===== config.mk =====
export PLATFORM = sky130hd
export DESIGN_NAME = flow_framer
export DESIGN_NICKNAME = d
export VERILOG_FILES = /design/src/rtl/flow_pkg.sv /design/src/rtl/flow_sat_cnt.sv /design/src/rtl/flow_framer.sv
export SDC_FILE = /design/constraint.sdc
export NUM_CORES = 1
export LEC_CHECK = 0
export ABC_AREA = 0
export ABC_CLOCK_PERIOD_IN_PS = 4800
export BUFFER_PORTS_ARGS = -buffer_cell sky130_fd_sc_hd__buf_4
export CAP_MARGIN = 0
export CORE_MARGIN = 5
export CORE_UTILIZATION = 35
export CTS_CLUSTER_DIAMETER = 150
export CTS_CLUSTER_SIZE = 20
export DETAILED_ROUTE_END_ITERATION = 16
export SETUP_SLACK_MARGIN = 0.5
export SYNTH_ARGS = -nofsm -noshare
export SYNTH_HDL_FRONTEND = slang
export SYNTH_SLANG_ARGS = --single-unit

===== constraint.sdc =====
create_clock -name clk -period 4.8 [get_ports clk]
set_input_delay 0.24 -clock clk [delete_from_list [all_inputs] [get_ports clk]]
set_output_delay 0.24 -clock clk [all_outputs]
set_load 0.005 [all_outputs]

===== src/rtl/flow_pkg.sv =====
// Shared types and default widths for the flow framer.
package flow_pkg;

  localparam int unsigned DefDataWidth = 64;
  localparam int unsigned DefLenWidth  = 16;

  typedef enum logic {
    IDLE,
    RUN
  } state_t;

endpackage


===== src/rtl/flow_sat_cnt.sv =====
// 32-bit event counter that sticks at all-ones instead of wrapping.
module flow_sat_cnt (
  input  logic        clk,
  input  logic        rst,
  input  logic        inc,
  output logic [31:0] cnt
);

  logic [31:0] cnt_q, cnt_d;

  always_comb begin
    cnt_d = cnt_q;
    if (inc && (cnt_q != 32'hFFFF_FFFF)) begin
      cnt_d = cnt_q + 32'd1;
    end
  end

  always_ff @(posedge clk) begin
    if (rst) begin
      cnt_q <= '0;
    end else begin
      cnt_q <= cnt_d;
    end
  end

  assign cnt = cnt_q;

endmodule


===== src/rtl/flow_framer.sv =====
// Cuts a continuous sample stream into frames of frame_len samples with a tlast marker.
// Define FLOW_FRAMER_STATS_EN to build the frame/drop counters; otherwise they read 0.
module flow_framer
  import flow_pkg::*;
#(
  parameter int unsigned DATAWIDTH = DefDataWidth,
  parameter int unsigned LENWIDTH  = DefLenWidth
) (
  input  logic                 clk,
  input  logic                 rst,
  input  logic [DATAWIDTH-1:0] din,
  input  logic                 din_tvalid,
  input  logic                 enable,
  input  logic [LENWIDTH-1:0]  frame_len,
  output logic [DATAWIDTH-1:0] dout,
  output logic                 dout_tvalid,
  output logic                 dout_tlast,
  output logic                 busy,
  output logic [31:0]          frame_count,
  output logic [31:0]          drop_count
);

  state_t                state_q, state_d;
  logic [LENWIDTH-1:0]   len_q, len_d;
  logic [LENWIDTH-1:0]   idx_q, idx_d;
  logic [DATAWIDTH-1:0]  dout_q, dout_d;
  logic                  tvalid_q, tvalid_d;
  logic                  tlast_q, tlast_d;
  logic                  last_hit;
  logic                  start_ok;

  assign last_hit = (idx_q == (len_q - 1'b1));
  assign start_ok = enable && (frame_len != '0);

  always_comb begin
    state_d  = state_q;
    len_d    = len_q;
    idx_d    = idx_q;
    dout_d   = '0;
    tvalid_d = 1'b0;
    tlast_d  = 1'b0;
    unique case (state_q)
      IDLE: begin
        if (start_ok) begin
          state_d = RUN;
          len_d   = frame_len;
          idx_d   = '0;
        end
      end
      RUN: begin
        if (din_tvalid) begin
          dout_d   = din;
          tvalid_d = 1'b1;
          if (last_hit) begin
            tlast_d = 1'b1;
            idx_d   = '0;
            // Back-to-back frames re-latch the length; otherwise fall back to idle.
            if (start_ok) begin
              len_d = frame_len;
            end else begin
              state_d = IDLE;
            end
          end else begin
            idx_d = idx_q + 1'b1;
          end
        end
      end
      default: state_d = IDLE;
    endcase
  end

  always_ff @(posedge clk) begin
    if (rst) begin
      state_q  <= IDLE;
      len_q    <= '0;
      idx_q    <= '0;
      dout_q   <= '0;
      tvalid_q <= 1'b0;
      tlast_q  <= 1'b0;
    end else begin
      state_q  <= state_d;
      len_q    <= len_d;
      idx_q    <= idx_d;
      dout_q   <= dout_d;
      tvalid_q <= tvalid_d;
      tlast_q  <= tlast_d;
    end
  end

  assign dout        = dout_q;
  assign dout_tvalid = tvalid_q;
  assign dout_tlast  = tlast_q;
  assign busy        = (state_q == RUN);

`ifdef FLOW_FRAMER_STATS_EN
  logic frame_inc;
  logic drop_inc;

  assign frame_inc = (state_q == RUN) && din_tvalid && last_hit;
  assign drop_inc  = (state_q == IDLE) && din_tvalid;

  flow_sat_cnt u_frame_cnt (
    .clk (clk),
    .rst (rst),
    .inc (frame_inc),
    .cnt (frame_count)
  );

  flow_sat_cnt u_drop_cnt (
    .clk (clk),
    .rst (rst),
    .inc (drop_inc),
    .cnt (drop_count)
  );
`else
  assign frame_count = '0;
  assign drop_count  = '0;
`endif

endmodule


==> impl_metrics.ini, run 1 <==
[timing]
hold_slack_ns = 0.0886
max_freq_ghz = 0.311
timing.final.crit_share = 0.670
finalCriticalPeriod_ns = 3.22
rsz0062_at_grt = no
setup_violations = 0
worst_pin_slew_ns = 0.969
fin_skew_ns = 0.0103
relSlewSlack = 0.352
setup_tns_ns = 0
drv_slew = 0
hold_viol_final = 0

[global_route]
grt_pass1_vias = 3326
grt_pass1_wl_um = 15900
grt_start_max_net_pins = 67
grt-ovfl-total = 0
antenna_found_initial = 0
grt_usage = 0.139

[layout]
nFillCells = 1185
layout.nets = 672
num_antenna_cells = 0
area_growth_pct = 29.5
layout-drive-gt1-share = 0.306

[yosys]
synth_most_common_cell = dfxtp_1
async_reset_ff_frac = 0
synth_edf_count = 0
synth_commonest_cells = dfxtp_1, buf_4, and2_1, nand2_1, nor2_1
synth_top_area_frac = 0.463
avgSynthCellArea_um2 = 9.68
netlist_area_um2 = 4280
synthCells = 442
yosys_warnings = 0
synth_cell_type_count = 51
ys.flop_type = dfxtp_1
synth.largest_area_cell = dfxtp_1
seq_area_frac_synth = 0.463
ys_ff_latch = 99
synthTopCellsByArea = dfxtp_1, buf_4, and2_1

[route]
viasPerCell = 4.37
routed_wl_um = 10100
drc = 0
first_pass_iters = 4
drt_iter0_drc = 80
antenna_left = 0
vias = 3228
wl_per_cell_um = 13.7

[worst_setup_path]
cp_top_family = simple AND/OR/NAND/NOR gates
crit_start = len_q[2]
critPathMaxFanout = 16
crit_path_end_kind = register
worstPathCellList = nor4_2, and3_1, nor4b_1, a31oi_1, and4b_4, nand4_4, a21oi_4, mux2i_1
cp-endpoint = len_q[1]
rr_startpoint = len_q[2]
rr_endpoint = len_q[1]
worst-path-stages = 8
r2r.worst_path.cells = 8
cp.arrival_ns = 3.48
cpPeakStageDelay_ns = 0.83
critPathSlowestCell = nor4_2
cp.required_ns = 5.06
crit_type = reg -> reg
crit_path_start_kind = register
crit_buf_inv = 0
r2r_slack_ns = 1.58

[clock_tree]
cts-root-buf = clkbuf_16
cts_resized = 0
cts_tree = yes
clk_pin_slew_worst_paths_ns = 0.06
hold_buffers = 0
cts_made_buffers = 9
clock_latency_ns = 0.34
htreeDepth = 3
cts_setup_buffers = 0
clk_path_buf_depth = 2
cts.sinks = 99

[die]
rows = 40
die_h_um = 121
coreArea_um2 = 12000
io_pins = 215
die_area_um2 = 14500
initial_utilization = 0.356
fp.dieW_um = 121

[power]
p_leak_nw = 2.60
p_per_area_nw_per_um2 = 315
finalPower_mw = 1.74
ir_drop_mv = 0.213

[placed_design]
io_buffer_count = 150
gp_congestion = 0.777
dp.final_hpwl_um = 8040

[flow_run]
cap_violations = 0

[min_path]
worstHoldPathType = in -> reg

[outcome]
status = finished, final reports clean
layout by cell type (no fill, tap or decap), types with 2 or more instances in the layout:
cell type	netlist	layout
buf_4	65	150
dfxtp_1	99	99
and2_1	64	64
conb_1	1	64
nand2_1	40	40
nor2_1	25	24
xor2_1	23	23
mux2i_1	17	17
nand3_1	16	16
xnor2_1	13	13
clkbuf_16	0	9
inv_1	5	5
o21ai_0	5	5
or4_1	4	4
and3_1	4	4
a21oi_1	3	3
nand4_1	3	3
nor2_4	1	2
o21a_1	2	2
and4_1	2	2
nor4_2	2	2
a31oi_1	2	2
nor3_1	2	2
nand3b_1	2	2
a221oi_1	2	2
o211ai_1	2	2
ha_1	2	2
clkbuf_1	12	2
clkinv_2	0	2
inv_6	0	2
worst reg2reg max path, stage by stage, from the launching register on:
cell	delay, ns
dfxtp_1	0.37
nor4_2	0.83
and3_1	0.29
nor4b_1	0.24
a31oi_1	0.06
and4b_4	0.37
nand4_4	0.12
a21oi_4	0.59
mux2i_1	0.28
worst min path at each step:
| stage | start | end | slack [ns] | cells past startpoint |
|---|---|---|---|---|
| floorplan | rst | busy | 0.31 | 1 |
| global placement | rst | busy | 0.44 | 2 |
| detailed placement | rst | busy | 0.44 | 2 |
| CTS | din[36] | dout[36] | 0.07 | 2 |
| global route | din[8] | dout[8] | 0.08 | 2 |
| finish | rst | busy | 0.09 | 2 |
metrics by stage:
step	worst slack [ns]	std cells	utilization	instance area [µm²]
2_1_floorplan	2.29	505	-	4510
3_3_place_gp	1.72	722	0.439	5270
3_5_place_dp	1.59	722	0.439	5270
4_1_cts	1.57	738	0.461	5540
5_1_grt	1.33	738	0.461	5540
6_report	1.58	738	0.461	5540
logic make-up (layout without fill, tap and decap cells):
family,after synthesis,after routing,synth area share
muxes,18,18,0.0433
and+or+nand+nor,176,176,0.230
xor gates and xnor gates,36,36,0.0737
buffers and inverters,85,171,0.136
AOI/OAI and AO/OA,25,25,0.0468
adders and majority gates,2,2,0.00585
DFF,99,99,0.463
other,1,64,0.000877
metal layers:
metal	part of all wire	track usage
met5	0	0
met2	0.51	0.246
met1	0.35	0.130
met4	0.014	0.0538
met3	0.13	0.0833
layout make-up:
cell class	count	area, µm²	area share
Sequential cell	99	1980	0.358
Multi-Input combinational cell	321	1960	0.354
Timing Repair Buffer	150	1130	0.203
Clock buffer	11	233	0.0420
Tap cell	147	184	0.0332
Clock inverter	5	36.3	0.00655
Inverter	5	18.8	0.00339
power breakdown:
part	switching (mW)	internal [mW]	total [mW]	leakage [nW]
clock network	0.306	0.355	0.661	0.134
logic	0.105	0.114	0.219	1.66
registers	0.0196	0.844	0.863	0.804
registers in the layout, summed over array words and instances (netlist names):
register,cells
dout,64
len_q,16
dout_tvalid,1
idx_q,16
busy,1
dout_tlast,1
(Power assumes the default switching activity.)
==> inputs of run 2 (changes only) <==
ABC_CLOCK_PERIOD_IN_PS = 2700   (was 4800)
PLACE_DENSITY = 0.66   (was not set)
clock period = 2.7 ns   (was 4.8 ns; I/O delays follow)
==> impl_metrics.ini, run 2 (synthesis gave the netlist of run 1 again) <==
[clock_tree]
cts.sinks = 99
clock_latency_ns = 0.34
clk_path_buf_depth = 2
cts_tree = yes
cts_made_buffers = 9
clk_pin_slew_worst_paths_ns = 0.07
cts-root-buf = clkbuf_16
htreeDepth = 3

[global_route]
grt_pass1_vias = 3591
grt_usage = 0.157
grt_start_max_net_pins = 66
grt_pass1_wl_um = 18000
antenna_found_initial = 0
grt-ovfl-total = 0

[layout]
layout_commonest_cell = buf_4
area_growth_pct = 51.9
layout-drive-gt1-share = 0.327
largest_reg_flops = 64
layout_common_cells = buf_4, dfxtp_1, and2_1, conb_1, dlygate4sd3_1
layout.nets = 751
utilization = 0.541
final-instance-count-excl-fill = 816
nFillCells = 1013
num_antenna_cells = 0

[worst_setup_path]
rr_endpoint = len_q[4]
r2r_slack_ns = 0.22
rr_startpoint = len_q[3]
critPathSlowestCell = and4b_4
cpPeakStageDelay_ns = 0.39
cp-endpoint = len_q[4]
crit_start = len_q[3]
worstPathCellList = nor4_4, buf_6, and3_4, nor4b_4, a31oi_1, and4b_4, nand4_4, a21oi_4, clkbuf_16, mux2i_1
cp.arrival_ns = 2.74
crit_path_start_kind = register
cp.required_ns = 2.96
crit_buf_inv = 2
crit_type = reg -> reg
crit_path_end_kind = register
critPathMaxFanout = 8
worst-path-stages = 10
cp_top_family = simple AND/OR/NAND/NOR gates
r2r.worst_path.cells = 10

[die]
die_area_um2 = 14500
io_pins = 215
coreArea_um2 = 12000
initial_utilization = 0.356
rows = 40
fp.dieW_um = 121
die_h_um = 121

[route]
drc = 0
wl_per_cell_um = 14.4
drt_iter0_drc = 142
vias = 3576
antenna_left = 0
first_pass_iters = 4
routed_wl_um = 11800
viasPerCell = 4.38

[timing]
setup_tns_ns = 0
hold_viol_final = 0
worst_pin_slew_ns = 0.586
finalCriticalPeriod_ns = 2.48
timing.final.crit_share = 0.917
rsz0062_at_grt = yes
hold_slack_ns = 0.0216
fin_skew_ns = 0.00603
max_freq_ghz = 0.404
drv_slew = 0
setup_violations = 0
relSlewSlack = 0.605

[flow_run]
cap_violations = 0

[placed_design]
numPlacedInstances = 728
dp.final_hpwl_um = 7830
io_buffer_count = 150
gp_congestion = 0.849

[outcome]
status = finished, final reports clean

[min_path]
worstHoldPathType = in -> reg

[power]
ir_drop_mv = 0.391
finalPower_mw = 3.39
p_leak_nw = 2.98
p_per_area_nw_per_um2 = 521
==> run 2: worst min path at each step <==
| stage | from | to | slack, ns | cells past startpoint |
|---|---|---|---|---|
| finish | din[32] | dout[32] | 0.02 | 2 |
| global route | din[32] | dout[32] | 0.01 | 2 |
| CTS | din[32] | dout[32] | 0.004 | 2 |
| detailed placement | din[2] | dout[2] | 0.34 | 2 |
| global placement | din[27] | dout[27] | 0.34 | 2 |
| floorplan | rst | busy | 0.20 | 1 |
==> run 2: worst reg2reg max path, stage by stage, from the launching register on <==
cell	delay, ns
dfxtp_4	0.35
nor4_4	0.27
buf_6	0.18
and3_4	0.20
nor4b_4	0.19
a31oi_1	0.08
and4b_4	0.39
nand4_4	0.10
a21oi_4	0.24
clkbuf_16	0.21
mux2i_1	0.18
==> run 2: final cells by class <==
cell class              instances  area, µm²  area share
repair buffers                229       1920       0.295
well taps                     147        184      0.0283
inverters                       5       18.8     0.00289
clock buffers                  10        239      0.0368
flip-flops and latches         99       2000       0.307
clock inverters                 5       60.1     0.00924
multi-input cells             321       2080       0.320
==> run 2: power breakdown <==
group	internal (mW)	total [mW]	switching [mW]
clock network	0.743	1.29	0.548
registers	1.50	1.54	0.0385
logic	0.314	0.557	0.243
total	2.56	3.39	0.829
==> run 2: timing repair <==
| item | CTS | global route |
|---|---|---|
| gates resized for setup | 18 | 12 |
| setup endpoints to repair | 32 | 33 |
| cloned | 1 | 1 |
| hold buffers | 63 | 0 |
| endpoints found under the hold margin | 63 | 0 |
| buffers inserted | 5 | 3 |
| pin swaps | 5 | 8 |
==> run 2: routing by layer <==
layer  share of wire  track usage  routed length, µm  vias to the layer above
met4           0.016       0.0652                187                        0
met5               0            0                  0                        -
li1                -            -                  -                     1770
met2            0.51        0.271               5960                      141
met1            0.37        0.164               4350                     1654
met3            0.11       0.0753               1290                       11
==> run 2: stage by stage <==
step                cell area, µm²  setup slack [ns]
floorplan                     4530             0.377
global placement              5340             0.272
detailed placement            5340             0.185
CTS                           6410             0.299
global route                  6500             0.102
finish                        6500             0.224
==> inputs of run 3 (changes only) <==
PLACE_DENSITY = 0.74   (was 0.66)
==> impl_metrics.ini, run 3 (synthesis gave the netlist of run 1 again) <==
[outcome]
status = finished, final reports clean

[route]
routed_wl_um = 12700
wl_per_cell_um = 15.4
vias = 3642
drt_iter0_drc = 135
first_pass_iters = 4
drc = 0
antenna_left = 0
viasPerCell = 4.42

[worst_setup_path]
critPathMaxFanout = 8
crit_path_end_kind = register
crit_type = reg -> reg
worstPathCellList = nor4_2, buf_4, and3_4, nor4b_4, a31oi_1, and4b_4, nand4_4, a21oi_4, buf_6, buf_12, mux2i_2
cp.required_ns = 2.97
critPathSlowestCell = and4b_4
r2r.worst_path.cells = 11
crit_path_start_kind = register
rr_startpoint = len_q[5]
cpPeakStageDelay_ns = 0.38
cp.arrival_ns = 2.70
r2r_slack_ns = 0.26
rr_endpoint = len_q[1]

[timing]
max_freq_ghz = 0.410
final.setup.worst_slack_ns = 0.263
setup_violations = 0
worst_pin_slew_ns = 0.958
rsz0062_at_grt = yes
relSlewSlack = 0.360
drv_slew = 0
setup_tns_ns = 0
fin_skew_ns = 0.0122
hold_slack_ns = 0.0132
timing.final.crit_share = 0.903
hold_viol_final = 0
finalCriticalPeriod_ns = 2.44

[layout]
area_growth_pct = 53.8
utilization = 0.548
regArea_um2 = 2000
layout.nets = 759
largest_reg_flops = 64
layout_commonest_cell = buf_4
layout_common_cells = buf_4, dfxtp_1, and2_1, conb_1, dlygate4sd3_1
multiInputGateArea_um2 = 2100
finalInstanceArea_um2 = 6580
nFillCells = 1003
layout-drive-gt1-share = 0.331
num_antenna_cells = 0
final-instance-count-excl-fill = 824

[placed_design]
place_ws_ns = 0.232
dpl_cell_area_um2 = 5340
gp_congestion = 0.847
io_buffer_count = 150
dp.final_hpwl_um = 7910
numPlacedInstances = 727

[min_path]
worstHoldPathType = in -> reg
holdPathStages = 2
min_to = dout[4]
min-delay-start = din[4]

[die]
initial_utilization = 0.356
die_area_um2 = 14500
rows = 40
coreArea_um2 = 12000
fp.dieW_um = 121
die_h_um = 121
io_pins = 215

[power]
ir_drop_mv = 0.360
finalPower_mw = 3.31
p_per_area_nw_per_um2 = 503
p_leak_nw = 3.02

[clock_tree]
clock_latency_ns = 0.35
cts-root-buf = clkbuf_16
clk_pin_slew_worst_paths_ns = 0.06
htreeDepth = 3
clk_path_buf_depth = 2
cts_made_buffers = 9
cts_tree = yes
cts.sinks = 99

[global_route]
grt_pass1_wl_um = 19600
grt_pass1_vias = 3867
grt_usage = 0.173
antenna_found_initial = 0
grt_start_max_net_pins = 66
grt-ovfl-total = 0

[flow_run]
cap_violations = 0
run 3: cell types whose count changed in the layout (fill, tap and decap cells not counted), sizes merged:
cell	change
buf	+8
bufinv	-1
clkbuf	-1
clkinv	+2
dlygate4sd3	+1
inv	-1
run 3: power by group:
| part | switching (mW) | internal, mW | total [mW] |
|---|---|---|---|
| Sequential | 0.0385 | 1.50 | 1.54 |
| Combinational | 0.251 | 0.336 | 0.587 |
| Clock | 0.557 | 0.625 | 1.18 |
run 3: worst max path at each step:
stage                endpoint  cells after the start      from
floorplan            len_q[5]                     10  len_q[5]
global placement    len_q[11]                      9  len_q[6]
detailed placement   len_q[1]                     11  len_q[0]
CTS                  len_q[1]                     11  len_q[3]
global route         len_q[1]                     10  len_q[0]
finish               len_q[1]                     11  len_q[5]
run 3: critical path, delay by kind of cell, from the launching register on:
family	cells	cell delay [ns]
DFF	1	0.33
and+or+nand+nor	5	1.11
AOI/OAI and AO/OA	2	0.26
buffers and inverters	3	0.45
muxes	1	0.20
run 3: layer usage:
layer,GRT usage,share of wire,up-vias
met5,0,0,-
met4,0.0666,0.029,0
met3,0.0716,0.095,28
met2,0.305,0.51,159
met1,0.184,0.36,1678
li1,-,-,1777
run 3: repair_timing:
item | 4_1_cts | 5_1_grt
hold buffers | 64 | 0
gates resized for setup | 23 | 11
setup endpoints to repair | 32 | 32
pin swaps | 5 | 9
cloned | 2 | 0
setup buffers | 12 | 4
hold endpoints to repair | 64 | 0
run 3: layout make-up:
class,instances,share of cell area
multi-input cells,321,0.319
well taps,147,0.0280
repair buffers,237,0.305
clock buffers,10,0.0348
clock inverters,5,0.00590
inverters,5,0.00285
flip-flops and latches,99,0.304
